--- src/rtl/placement_cost_eval_if.sv ---
// Edge stream, run control and result bundle between the placer and placement_cost_eval.
interface placement_cost_eval_if #(
   parameter int unsigned W     = 32,
   parameter int unsigned CNT_W = 16
) ();
   logic                    start;
   logic [CNT_W-1:0]        n_edge;
   logic                    in_valid;
   logic                    in_ready;
   logic signed [W-1:0]     ax;
   logic signed [W-1:0]     ay;
   logic signed [W-1:0]     bx;
   logic signed [W-1:0]     by;
   logic                    busy;
   logic                    done;
   logic signed [W-1:0]     sum;
   logic signed [W-1:0]     sum_1hop;
   logic signed [W-1:0]     max_dist;
   logic [CNT_W-1:0]        unplaced_cnt;

   modport master (
      output start, n_edge, in_valid, ax, ay, bx, by,
      input  in_ready, busy, done, sum, sum_1hop, max_dist, unplaced_cnt
   );

   modport slave (
      input  start, n_edge, in_valid, ax, ay, bx, by,
      output in_ready, busy, done, sum, sum_1hop, max_dist, unplaced_cnt
   );
endinterface

--- src/rtl/placement_cost_eval.sv ---
// Pipelined wire-length evaluator: one edge per clock, Manhattan/1-hop sums, max edge, unplaced count.
// Optional PLACEMENT_COST_CYCLES_EN adds a run-length cycle counter output.
module placement_cost_eval #(
   parameter int unsigned      W        = 32,
   parameter int unsigned      CNT_W    = 16,
   parameter logic [W-1:0]     UNPLACED = W'(-1)
) (
   input  logic                  clk,
   input  logic                  reset,
   placement_cost_eval_if.slave  bus_io
`ifdef PLACEMENT_COST_CYCLES_EN
   ,
   output logic [W-1:0]          cycles_o
`endif
);

   typedef enum logic [1:0] {StIdle, StRun, StDrain, StDone} state_e;

   state_e           state_q, state_d;
   logic [CNT_W-1:0] n_edge_q, n_edge_d;
   logic [CNT_W-1:0] acc_cnt_q, acc_cnt_d;

   logic             v1_q, v1_d, skip1_q, skip1_d;
   logic [W-1:0]     dx1_q, dx1_d, dy1_q, dy1_d;
   logic             v2_q, v2_d, skip2_q, skip2_d;
   logic [W-1:0]     adx2_q, adx2_d, ady2_q, ady2_d;
   logic             v3_q, v3_d, skip3_q, skip3_d;
   logic [W-1:0]     dist3_q, dist3_d, hop3_q, hop3_d;

   logic [W-1:0]     sum_q, sum_d, hop_sum_q, hop_sum_d, max_q, max_d;
   logic [CNT_W-1:0] unpl_q, unpl_d;

   logic             in_ready;
   logic             accept;
   logic             start_go;
   logic             last_edge;

   function automatic logic [W-1:0] abs_w(input logic [W-1:0] x);
      return x[W-1] ? (~x) + W'(1) : x;
   endfunction

   assign in_ready  = (state_q == StRun) && (acc_cnt_q < n_edge_q);
   assign accept    = bus_io.in_valid && in_ready;
   assign start_go  = (state_q == StIdle) && bus_io.start;
   assign last_edge = (acc_cnt_q + CNT_W'(1)) == n_edge_q;

   always_comb begin
      state_d   = state_q;
      n_edge_d  = n_edge_q;
      acc_cnt_d = acc_cnt_q;

      v1_d    = accept;
      dx1_d   = bus_io.ax - bus_io.bx;
      dy1_d   = bus_io.ay - bus_io.by;
      skip1_d = (bus_io.ax == UNPLACED) || (bus_io.bx == UNPLACED) ||
                (bus_io.ay == UNPLACED) || (bus_io.by == UNPLACED);

      v2_d    = v1_q;
      adx2_d  = abs_w(dx1_q);
      ady2_d  = abs_w(dy1_q);
      skip2_d = skip1_q;

      v3_d    = v2_q;
      dist3_d = adx2_q + ady2_q;
      hop3_d  = (adx2_q >> 1) + W'(adx2_q[0]) + (ady2_q >> 1) + W'(ady2_q[0]);
      skip3_d = skip2_q;

      sum_d     = sum_q;
      hop_sum_d = hop_sum_q;
      max_d     = max_q;
      unpl_d    = unpl_q;

      if (v3_q) begin
         if (skip3_q) begin
            if (unpl_q != '1) unpl_d = unpl_q + CNT_W'(1);
         end else begin
            sum_d     = sum_q + dist3_q - W'(1);
            hop_sum_d = hop_sum_q + hop3_q - W'(1);
            if ($signed(dist3_q) > $signed(max_q)) max_d = dist3_q;
         end
      end

      unique case (state_q)
         StIdle: begin
            if (bus_io.start) begin
               n_edge_d  = bus_io.n_edge;
               acc_cnt_d = '0;
               sum_d     = '0;
               hop_sum_d = '0;
               max_d     = '0;
               unpl_d    = '0;
               state_d   = (bus_io.n_edge == '0) ? StDrain : StRun;
            end
         end
         StRun: begin
            if (accept) begin
               acc_cnt_d = acc_cnt_q + CNT_W'(1);
               if (last_edge) state_d = StDrain;
            end
         end
         // Stage 3 retires its edge this cycle, so only stages 1-2 gate the exit.
         StDrain: if (!v1_q && !v2_q) state_d = StDone;
         StDone:  state_d = StIdle;
         default: state_d = StIdle;
      endcase
   end

   always_ff @(posedge clk) begin
      if (!reset) begin
         state_q   <= StIdle;
         n_edge_q  <= '0;
         acc_cnt_q <= '0;
         v1_q      <= 1'b0;
         skip1_q   <= 1'b0;
         dx1_q     <= '0;
         dy1_q     <= '0;
         v2_q      <= 1'b0;
         skip2_q   <= 1'b0;
         adx2_q    <= '0;
         ady2_q    <= '0;
         v3_q      <= 1'b0;
         skip3_q   <= 1'b0;
         dist3_q   <= '0;
         hop3_q    <= '0;
         sum_q     <= '0;
         hop_sum_q <= '0;
         max_q     <= '0;
         unpl_q    <= '0;
      end else begin
         state_q   <= state_d;
         n_edge_q  <= n_edge_d;
         acc_cnt_q <= acc_cnt_d;
         v1_q      <= v1_d;
         skip1_q   <= skip1_d;
         dx1_q     <= dx1_d;
         dy1_q     <= dy1_d;
         v2_q      <= v2_d;
         skip2_q   <= skip2_d;
         adx2_q    <= adx2_d;
         ady2_q    <= ady2_d;
         v3_q      <= v3_d;
         skip3_q   <= skip3_d;
         dist3_q   <= dist3_d;
         hop3_q    <= hop3_d;
         sum_q     <= sum_d;
         hop_sum_q <= hop_sum_d;
         max_q     <= max_d;
         unpl_q    <= unpl_d;
      end
   end

   assign bus_io.in_ready     = in_ready;
   assign bus_io.busy         = (state_q == StRun) || (state_q == StDrain);
   assign bus_io.done         = (state_q == StDone);
   assign bus_io.sum          = sum_q;
   assign bus_io.sum_1hop     = hop_sum_q;
   assign bus_io.max_dist     = max_q;
   assign bus_io.unplaced_cnt = unpl_q;

`ifdef PLACEMENT_COST_CYCLES_EN
   logic [W-1:0] cyc_q, cyc_d;

   // The start cycle counts as 1; the DONE cycle's own edge is the last one counted.
   always_comb begin
      cyc_d = cyc_q;
      if (start_go)               cyc_d = W'(1);
      else if (state_q != StIdle) cyc_d = cyc_q + W'(1);
   end

   always_ff @(posedge clk) begin
      if (!reset) cyc_q <= '0;
      else        cyc_q <= cyc_d;
   end

   assign cycles_o = cyc_q;

`ifndef SYNTHESIS
   always_ff @(posedge clk) begin
      if (reset && state_q == StDone) begin
         $display("Evaluation = %d, Evaluation 1-hop = %d, Cycles = %d",
                  $signed(sum_q), $signed(hop_sum_q), cyc_q + W'(1));
      end
   end
`endif
`endif

endmodule
--- src/flat_wrapper.sv ---
// flat-port wrapper written by rule: the top's interface ports become plain ports
module placement_cost_eval_flat 
#(
   parameter int unsigned      W        = 32,
   parameter int unsigned      CNT_W    = 16,
   parameter logic [W-1:0]     UNPLACED = W'(-1)
)
  (clk, reset, bus_io_start, bus_io_n_edge, bus_io_in_valid, bus_io_ax, bus_io_ay, bus_io_bx, bus_io_by, bus_io_in_ready, bus_io_busy, bus_io_done, bus_io_sum, bus_io_sum_1hop, bus_io_max_dist, bus_io_unplaced_cnt);
  placement_cost_eval_if #(.W(W), .CNT_W(CNT_W)) bus_io_i ();
  input  logic clk;
  input  logic reset;
  input wire logic [$bits(bus_io_i.start)-1:0] bus_io_start;
  input wire logic [$bits(bus_io_i.n_edge)-1:0] bus_io_n_edge;
  input wire logic [$bits(bus_io_i.in_valid)-1:0] bus_io_in_valid;
  input wire logic [$bits(bus_io_i.ax)-1:0] bus_io_ax;
  input wire logic [$bits(bus_io_i.ay)-1:0] bus_io_ay;
  input wire logic [$bits(bus_io_i.bx)-1:0] bus_io_bx;
  input wire logic [$bits(bus_io_i.by)-1:0] bus_io_by;
  output wire logic [$bits(bus_io_i.in_ready)-1:0] bus_io_in_ready;
  output wire logic [$bits(bus_io_i.busy)-1:0] bus_io_busy;
  output wire logic [$bits(bus_io_i.done)-1:0] bus_io_done;
  output wire logic [$bits(bus_io_i.sum)-1:0] bus_io_sum;
  output wire logic [$bits(bus_io_i.sum_1hop)-1:0] bus_io_sum_1hop;
  output wire logic [$bits(bus_io_i.max_dist)-1:0] bus_io_max_dist;
  output wire logic [$bits(bus_io_i.unplaced_cnt)-1:0] bus_io_unplaced_cnt;
  assign bus_io_i.start = bus_io_start;
  assign bus_io_i.n_edge = bus_io_n_edge;
  assign bus_io_i.in_valid = bus_io_in_valid;
  assign bus_io_i.ax = bus_io_ax;
  assign bus_io_i.ay = bus_io_ay;
  assign bus_io_i.bx = bus_io_bx;
  assign bus_io_i.by = bus_io_by;
  assign bus_io_in_ready = bus_io_i.in_ready;
  assign bus_io_busy = bus_io_i.busy;
  assign bus_io_done = bus_io_i.done;
  assign bus_io_sum = bus_io_i.sum;
  assign bus_io_sum_1hop = bus_io_i.sum_1hop;
  assign bus_io_max_dist = bus_io_i.max_dist;
  assign bus_io_unplaced_cnt = bus_io_i.unplaced_cnt;
  placement_cost_eval #(.W(W), .CNT_W(CNT_W), .UNPLACED(UNPLACED)) u_core (.clk(clk), .reset(reset), .bus_io(bus_io_i));
endmodule
--- config.mk ---
export PLATFORM = sky130hd
export DESIGN_NAME = placement_cost_eval_flat
export DESIGN_NICKNAME = d
export VERILOG_FILES = /design/src/rtl/placement_cost_eval_if.sv /design/src/rtl/placement_cost_eval.sv /design/src/flat_wrapper.sv
export SDC_FILE = /design/constraint.sdc
export NUM_CORES = 1
export LEC_CHECK = 0
export CORE_MARGIN = 10
export CORE_UTILIZATION = 58
export CTS_CLUSTER_DIAMETER = 200
export DETAILED_ROUTE_END_ITERATION = 8
export MAX_ROUTING_LAYER = met4
export PLACE_DENSITY = 0.81
export SYNTH_ARGS = -nofsm -noshare
export SYNTH_HDL_FRONTEND = slang
export SYNTH_SLANG_ARGS = --single-unit
--- constraint.sdc ---
create_clock -name clk -period 4.3 [get_ports clk]
set_clock_uncertainty 0.05 [all_clocks]
set_input_delay 0.43 -clock clk [delete_from_list [all_inputs] [get_ports clk]]
set_output_delay 0.43 -clock clk [all_outputs]
set_load 0.005 [all_outputs]
# Word-level counts from Yosys, hierarchy flattened
# Cells that the tools add are included.
# W data, S select, Z words.
[op_classes]
addsub = 14
magnitude_cmp = 2
n_eq_ne = 13
mux = 29
n_bitwise = 2
reduce_logical = 17
[ops]
columns = ["operator", "n"]
rows = [
  ["$mux W32", 13],
  ["$eq A32 B32 Y1 const B", 4],
  ["$mux W16", 7],
  ["$add A32 B32 Y32", 3],
  ["$add A32 B1 Y32 const B", 2],
  ["$not A32 Y32", 2],
  ["$sub A32 B1 Y32 const B", 2],
  ["$sub A32 B32 Y32", 2],
  ["$mux W31", 2],
  ["$add A16 B1 Y16 const B", 2],
  ["$add A31 B1 Y32", 1],
  ["$add A32 B1 Y32", 1],
  ["$add A32 B31 Y32", 1],
  ["$gt A32 B32 Y1", 1],
  ["$pmux W16 S2", 1],
  ["$eq A16 B16 Y1", 1],
  ["$logic_not A16 Y1", 1],
  ["$lt A16 B16 Y1", 1],
  ["$ne A16 B16 Y1 const B", 1],
  ["$mux W2", 5],
  ["$pmux W2 S4", 1],
  ["$ne A2 B1 Y1 const B", 3],
  ["$reduce_and A2 Y1", 3],
  ["$eq A2 B2 Y1 const B", 2],
  ["9 further kinds", 15],
]
[word_totals]
reg_bits = 344
in_bits = 148
output_inout_bits = 115
elab_cells = 98

# Depth between registers and ports, before layout
# Gate-level depths: netlist of run 1.
[logic_depth]
depth_word = 6
ltp_mapped = 16
depth_no_buf = 16

# Least setup slack after synthesis of run 1
# No wires, ideal clock.
[synth_path]
kind = "reg2reg"
start = "register u_core.sum_q[1], in the netlist u_core.bus_io.sum[1]"
end = "register u_core.sum_q[31], in the netlist u_core.bus_io.sum[31]"
setup_ns = 0.116
arrival_time_ns = 3.305
t_required_ns = 4.134
setup_slack_ns = 0.829
stages_incl_launch_ff = 17
path_buffers = 0
period_less_slack_ns = 3.471
cell_sequence = "dfxtp_1 > inv_1 > ha_1 > inv_1 > ha_1 > inv_1 > fa_1 > nand2b_1 > a21boi_0 > a311oi_1 > a211oi_1 > o31ai_1 > o41ai_1 > a31oi_1 > xnor2_1 > a21oi_1 > a31o_2"
[synth_between]
elab_chain_cells = 6
[synth_rtl]
columns = ["item", "line", "rtl"]
rows = [
  ["start, declared", "placement_cost_eval.sv:30", "logic [W-1:0] sum_q, sum_d, hop_sum_q, hop_sum_d, max_q, max_d;"],
  ["start signal, assigned", "placement_cost_eval.sv:145", "sum_q <= sum_d;"],
  ["$add A32 B32 Y32 (*)", "placement_cost_eval.sv:77", "sum_d = sum_q + dist3_q - W'(1);"],
  ["$sub A32 B1 Y32 (*)", "placement_cost_eval.sv:77", ""],
  ["$mux W32 (*)", "placement_cost_eval.sv:74", "if (skip3_q) begin"],
  ["$mux W32 (*)", "placement_cost_eval.sv:73", "if (v3_q) begin"],
  ["$mux W32", "placement_cost_eval.sv:85", "if (bus_io.start) begin"],
  ["$mux W32 (*)", "placement_cost_eval.sv:83", "unique case (state_q)"],
]
# Mark *: on every way between the ends. The rest lies on a longest branch, timed or not.
# A chain may end at the register's enable or synchronous reset.

# Final worst setup path of run 1
[layout_path]
start = "register u_core.dist3_q[1]"
end = "register u_core.sum_q[31], in the netlist u_core.bus_io.sum[31]"
[layout_between]
elab_chain_cells = 6
[layout_rtl]
columns = ["item", "line", "rtl"]
rows = [
  ["start, declared", "placement_cost_eval.sv:28", "logic [W-1:0] dist3_q, dist3_d, hop3_q, hop3_d;"],
  ["start signal, assigned", "placement_cost_eval.sv:143", "dist3_q <= dist3_d;"],
  ["$add A32 B32 Y32 (*)", "placement_cost_eval.sv:77", ""],
  ["$sub A32 B1 Y32 (*)", "placement_cost_eval.sv:77", ""],
  ["$mux W32 (*)", "placement_cost_eval.sv:74", ""],
  ["$mux W32 (*)", "placement_cost_eval.sv:73", ""],
  ["$mux W32", "placement_cost_eval.sv:85", ""],
  ["$mux W32 (*)", "placement_cost_eval.sv:83", ""],
]
# Marked as above.

==> run metrics, run 1 <==
outcome=finished clean; fin crit share=0.906; Clock Latency Late Sink=0.56 ns; clk slew on worst S/H paths=0.06 ns; Post-synth ARST share=0; Avg Cell Area, Syn=8.01 µm²; Initial DRC Count=1446; I/O pins=263; Highest Clock Rate=0.257 GHz; hold buffer count at cts=0; P&R area growth vs syn=18.4%; total CTS buffers=39; total of max-cap violations=0; #FFs+latches synth=344; Critical Path AT=about 4.3 ns; synth warn=0; Slew headroom=0.363; initial antenna violation count=0; worst reg-to-reg path cell count=16; Final Setup Violations=0; drt drc=0; PD cells=between 400 and 500 mW/mm²; WHS Path Cells=2; TritonCTS clock tree=yes; Worst Setup Start Kind=register; VDD IR max=about 0.00030 V; die width=225 µm; Diodes inserted=0; RePlAce Congestion=0.956; cell area after synthesis=0.0244 mm²; vias in the first global route=approximately 22000; layout cell share with drive strength beyond 1=0.0354; Clock Sinks=344; setup TNS=0 ns; Core ar.=0.0418 mm²; final WL=between 60 and 70 mm; post-synth cell types=75; P_leak=~0.013 µW; cts repair resizes=0; H-tree Lvls=2; largest net degree at the start of global routing=between 70 and 80; Setup crit end kind=register; DR vias=21800; Crit path required time=4.71 ns; FILL cells=3431; CTS root buf=clkbuf_16; grt ovf=0; Multi-input gate area=0.0157 mm²; Port-buffer cells=262; sequential fraction of the synthesis area=0.283; Top FF cell, synth=dfxtp_1; Pre-Repair DR Iteration Count=5; fin crit period=3.89 ns; die area=0.0506 mm²; die height=roughly 220 µm; # Post-CTS Setup Buffers=0; final hold vios=0; routed len/inst=17.1 µm; RSZ-0062 raised after global routing=no; FP Rows=75; dpl hpwl=53.4 mm; via/cell ratio=5.67; Post-Synthesis Cells=3043; Slew Limit Fails=0; syn_nets=3529; Final nets=3764; Hold WS=0.300 ns; CP Class=register to register; Post-synth EDFFs=0; first-pass GRT wire length=107 mm; CTS max path bufs=3; Hold Path Class=input pin to register; worst-margin pin slew=0.954 ns; CP max FO=4; Reg area=0.00689 mm²; Starting Density=0.583; DRT antenna net count=0; total track usage=0.261
-- flip-flops by register name, indices dropped and copies added, names as in the netlist, 2 cells and up --
signal	count
u_core.acc_cnt_q	16
u_core.adx2_q	32
u_core.ady2_q	32
u_core.bus_io.max_dist	32
u_core.bus_io.sum	32
u_core.bus_io.sum_1hop	32
u_core.bus_io.unplaced_cnt	16
u_core.dist3_q	32
u_core.dx1_q	32
u_core.dy1_q	32
u_core.hop3_q	32
u_core.n_edge_q	16
u_core.state_q	2
-- logic make-up (layout without fill, tap and decap cells) --
| family | after synthesis | count (layout) | synth area share |
|---|---|---|---|
| adders and majority gates | 338 | 338 | 0.184 |
| muxes | 42 | 42 | 0.0173 |
| and+or+nand+nor | 930 | 930 | 0.179 |
| buffers and inverters | 494 | 756 | 0.0763 |
| DFF | 344 | 344 | 0.283 |
| xor gates and xnor gates | 232 | 232 | 0.0834 |
| AOI/OAI and AO/OA | 663 | 663 | 0.177 |
-- cell type report --
cell class | count | area share
Timing Repair Buffer | 275 | 0.0941
Multi-Input combinational cell | 2205 | 0.542
Clock inverter | 19 | 0.0106
Sequential cell | 344 | 0.239
Clock buffer | 49 | 0.0369
Inverter | 413 | 0.0539
Tap cell | 539 | 0.0234
-- metal layers --
layer | share of wire | GRT usage | vias to the layer above
met5 | 0 | - | -
met4 | 0.031 | 0.0921 | 0
met3 | 0.043 | 0.0294 | 126
met2 | 0.46 | 0.424 | 595
met1 | 0.47 | 0.332 | 10200
li1 | - | - | 10800
-- cells in the mapped netlist, types with 5 or more instances --
cell | n | area [µm²]
nor3b_1 | 9 | 67.6
a31oi_1 | 33 | 206
xnor2_1 | 102 | 893
xor2_1 | 130 | 1140
inv_1 | 412 | 1550
nor4_1 | 18 | 113
a21oi_1 | 202 | 1010
clkbuf_1 | 73 | 274
nor2_1 | 309 | 1160
nand4_1 | 61 | 382
a21boi_0 | 19 | 143
o211ai_1 | 9 | 67.6
mux2i_1 | 41 | 410
and3_1 | 24 | 150
o31ai_1 | 33 | 248
ha_1 | 303 | 3790
nand2_1 | 260 | 976
and2_1 | 23 | 144
a211oi_1 | 22 | 165
o21a_1 | 36 | 270
o41ai_1 | 9 | 78.8
buf_1 | 5 | 18.8
o21ai_0 | 109 | 546
a41oi_1 | 8 | 70.1
nor2b_1 | 29 | 181
dfxtp_1 | 344 | 6890
and4_1 | 12 | 105
or3_1 | 15 | 93.8
nand3_1 | 53 | 265
fa_1 | 35 | 701
a21o_1 | 101 | 758
nand2b_1 | 29 | 181
or2_2 | 10 | 62.6
nor3_1 | 51 | 255
a31o_2 | 7 | 61.3
or4_1 | 7 | 52.6
o21bai_1 | 16 | 120
o31a_1 | 5 | 43.8
a2111oi_0 | 5 | 43.8
-- through the flow --
step / total power [µW] / setup WS, ns / utilization / cell area, µm² / instances
global placement: 9630 / 0.368 / 0.658 / 27500 / 3776
CTS: 13400 / 0.322 / 0.691 / 28800 / 3844
global route: 14300 / 0.0543 / 0.691 / 28900 / 3844
detailed placement: 9780 / 0.227 / 0.658 / 27500 / 3776
finish: 13400 / 0.406 / 0.691 / 28900 / 3844
floorplan: 8240 / 0.829 / - / 24400 / 3043
-- worst max-delay path: stages (launching register included) --
cell      delay, ns
dfxtp_1        0.37
inv_1          0.06
ha_1           0.27
inv_1          0.04
ha_1           0.20
inv_1          0.08
fa_1           0.19
nand2b_1       0.13
a21boi_0       0.12
a311oi_1       0.58
a211oi_2       0.17
o31ai_1        0.63
o41ai_2        0.17
a31oi_1        0.23
xnor2_1        0.17
a21oi_1        0.09
a31o_2         0.23
-- report_power, final --
group	total [µW]	internal, µW	switching (µW)
Combinational	5910	2530	3380
Sequential	3910	3560	345
Clock	3580	2230	1350
Total	13400	8330	5070
-- layout by cell type (no fill, tap or decap), drive strengths merged, types with 16 or more instances in the layout --
| master | instances |
|---|---|
| nor2b | 29 |
| a21oi | 202 |
| nand2 | 261 |
| nand4 | 61 |
| dfxtp | 344 |
| a21boi | 19 |
| xnor2 | 102 |
| nor2 | 310 |
| nand3 | 53 |
| mux2i | 41 |
| or3 | 17 |
| nor3 | 51 |
| ha | 303 |
| clkdlybuf4s50 | 261 |
| a21o | 101 |
| o31ai | 34 |
| inv | 415 |
| xor2 | 130 |
| a31oi | 33 |
| o21bai | 16 |
| and2 | 23 |
| and3 | 24 |
| a211oi | 22 |
| nand2b | 29 |
| o21a | 36 |
| fa | 35 |
| o21ai | 110 |
| clkbuf | 49 |
| nor4 | 18 |
-- worst paths after layout --
kind,start,endpoint,slack [ns]
max,u_core.dist3_q[1],u_core.bus_io.sum[31],0.41
min,reset,u_core.acc_cnt_q[13],0.30
max reg2reg,u_core.dist3_q[1],u_core.bus_io.sum[31],0.41
min reg2reg,u_core.skip1_q,u_core.skip2_q,0.39
Note: power is estimated with default switching activity, not from simulation.
==> run 2, diff against run 1 <==
--- a/config.mk
+++ b/config.mk
@@ -6,11 +6,13 @@
 export NUM_CORES = 1
 export LEC_CHECK = 0
 export CORE_MARGIN = 10
-export CORE_UTILIZATION = 58
+export CORE_UTILIZATION = 60
 export CTS_CLUSTER_DIAMETER = 200
 export DETAILED_ROUTE_END_ITERATION = 8
+export DONT_BUFFER_PORTS = 1
 export MAX_ROUTING_LAYER = met4
-export PLACE_DENSITY = 0.81
+export PLACE_DENSITY_LB_ADDON = 0.15
+export SETUP_SLACK_MARGIN = 0.5
 export SYNTH_ARGS = -nofsm -noshare
 export SYNTH_HDL_FRONTEND = slang
 export SYNTH_SLANG_ARGS = --single-unit
==> run 2 against run 1 <==
Worst hold slack lost 0.27 ns. Clock power grew 2%. Critical path type unchanged. Sequential power is essentially flat. Critical endpoint unchanged. First-iteration DRC count shrank 11%. Final cell count shrank 6.4%. Register-to-register slack gained 0.25 ns. Flip-flop and latch count is the same.
==> run metrics, run 2 (synthesized netlist as in run 1, its figures left out) <==
DRT antenna net count=0 (unchanged); via/cell ratio=5.80 (+2.2%); drt drc=0 (unchanged); CTS root buf=clkbuf_16; total CTS buffers=41 (+5.1%); RSZ-0062 raised after global routing=yes; dpl hpwl=51.4 mm (-3.7%); Hold Path Class=input pin to register; placed inst area=0.0249 mm² (-9.5%); design area=0.0266 mm² (-7.8%); Highest Clock Rate=0.274 GHz (+6.9%); clock power share=0.274 (+0.007); I/O pins=263 (unchanged); VDD IR max=0.000405 V (+34%); most frequent cells in the layout=412 x inv_1, 342 x dfxtp_1, 309 x nor2_1, 303 x ha_1, 258 x nand2_1; Clock Sinks=344 (unchanged); GR peak layer=met2; switching portion of total power=0.382 (+0.00318); RePlAce Congestion=0.963 (+0.76%); met2 Use GR=0.430 (+0.00605); met3 GRT Util=0.0558 (+0.0264); Crit path required time=4.71 ns (about the same); TritonCTS clock tree=yes; die width=222 µm (-1.5%); Hold WS=0.0351 ns (-0.265 ns); fin cells=3597 (-6.4%); clk slew on worst S/H paths=0.06 ns (about the same); Port-buffer cells=0 (-100%); H-tree Lvls=2 (unchanged); P&R area growth vs syn=9.18%; Final nets=3526 (-6.3%); worst-margin pin slew=1.02 ns (+0.0627 ns); FP Rows=73 (-2.7%); P_leak=0.0119 µW (-6.4%); Initial DRC Count=1284 (-11%); P_sw=5090 µW (+0.40%); leading cell type in the layout, fill and taps excluded=inv_1; Final Setup Violations=0 (unchanged); Setup crit end kind=register; Comb power frac=0.430 (-0.011); final hold vios=0 (unchanged); initial antenna violation count=1 (+1); Worst Setup Start Kind=register; placed cells=3501 (-7.3%); Clock Latency Late Sink=0.56 ns (about the same); grt ovf=0 (unchanged); largest net degree at the start of global routing=125 (+67%); Pre-Repair DR Iteration Count=5 (unchanged); layout cell share with drive strength beyond 1=0.0466 (+0.0112); CP Class=register to register; share of power burned in registers=0.295 (+0.003); setup TNS=0 ns (unchanged); first-pass GRT wire length=105 mm (-2.4%); DR vias=20800 (-4.4%); total track usage=0.260 (-0.00108); Starting Density=0.610 (+0.0270); final WL=65.1 mm (-1.2%); Pint=8250 µW (-0.95%); routed len/inst=18.1 µm (+5.6%); met1 GRT Util=0.308 (-0.0237); Core ar.=0.0399 mm² (-4.4%); Slew Limit Fails=0 (unchanged); Critical Path AT=4.05 ns (-0.25 ns); total of max-cap violations=0 (unchanged); vias in the first global route=20300 (-5.8%); outcome=finished clean; die height=222 µm (-1.5%); CP max FO=3 (-1); fin crit share=0.847 (-0.0583); PD cells=501 mW/mm² (+8.0%); Slew headroom=0.321 (-0.0419); CTS max path bufs=3 (unchanged); die area=0.0491 mm² (-3.0%); fin crit period=3.64 ns (-0.251 ns)
run 2: cell types whose count changed in the layout (fill, tap and decap cells not counted), sizes merged, moves of 2 or more:
cell,change
clkinvlp,+2
clkbuf,+5
clkdlybuf4s50,-261
clkinv,+2
bufinv,-3
dlygate4sd3,+18
buf,+3
run 2: worst paths after layout:
check	start	end	slack [ns]	cells after the start
min reg2reg	u_core.skip2_q	u_core.skip3_q	0.38	1
max	u_core.bus_io.sum[1]	u_core.bus_io.sum[31]	0.66	16
min	reset	u_core.hop3_q[25]	0.04	2
max reg2reg	u_core.bus_io.sum[1]	u_core.bus_io.sum[31]	0.66	16
run 2: layer usage:
layer / part of all wire / routed length, µm
met1: 0.42 / 27400
met2: 0.48 / 31000
met3: 0.067 / 4360
met4: 0.035 / 2250
met5: 0 / 0
run 2: per-stage QoR:
step	worst slack [ns]	util	power [µW]
after global placement	0.317	0.623	9380
after CTS	0.472	0.664	13200
final	0.657	0.666	13300
after detailed placement	0.306	0.623	9510
after global routing	0.462	0.666	14200
after floorplan	0.829	-	8240
run 2: cell type report:
type	instances	area (µm²)
clock inverters	20	264
repair buffers	35	333
diodes	1	2.50
well taps	525	657
flip-flops and latches	344	6890
multi-input cells	2205	15700
clock buffers	54	1180
fillers	3456	13300
inverters	413	1560
run 2: power by group through the flow:
stage                     registers, µW  clock network, µW  logic [µW]
after CTS                          3940               3720        5590
final                              3940               3660        5740
after floorplan                    3850                  0        4390
after global placement             3990                  0        5390
after global routing               3980               3850        6410
after detailed placement           4000                  0        5510
run 2: critical path, cell delays in order (launching register included):
cell	delay (ns)
dfxtp_2	0.35
inv_1	0.05
ha_1	0.28
inv_1	0.06
ha_1	0.16
inv_1	0.06
fa_1	0.38
nand2b_1	0.19
a21boi_2	0.18
a311oi_2	0.18
a211oi_2	0.32
o31ai_2	0.13
o41ai_2	0.44
a31oi_1	0.17
xnor2_1	0.21
a21oi_1	0.09
a31o_2	0.24
run 2: repair_timing:
action,CTS,global route
setup buffers,0,2
hold endpoints to repair,54,1
hold buffers,18,1
resized for setup,3,18
endpoints found under the setup margin,9,15
pin swaps,1,7
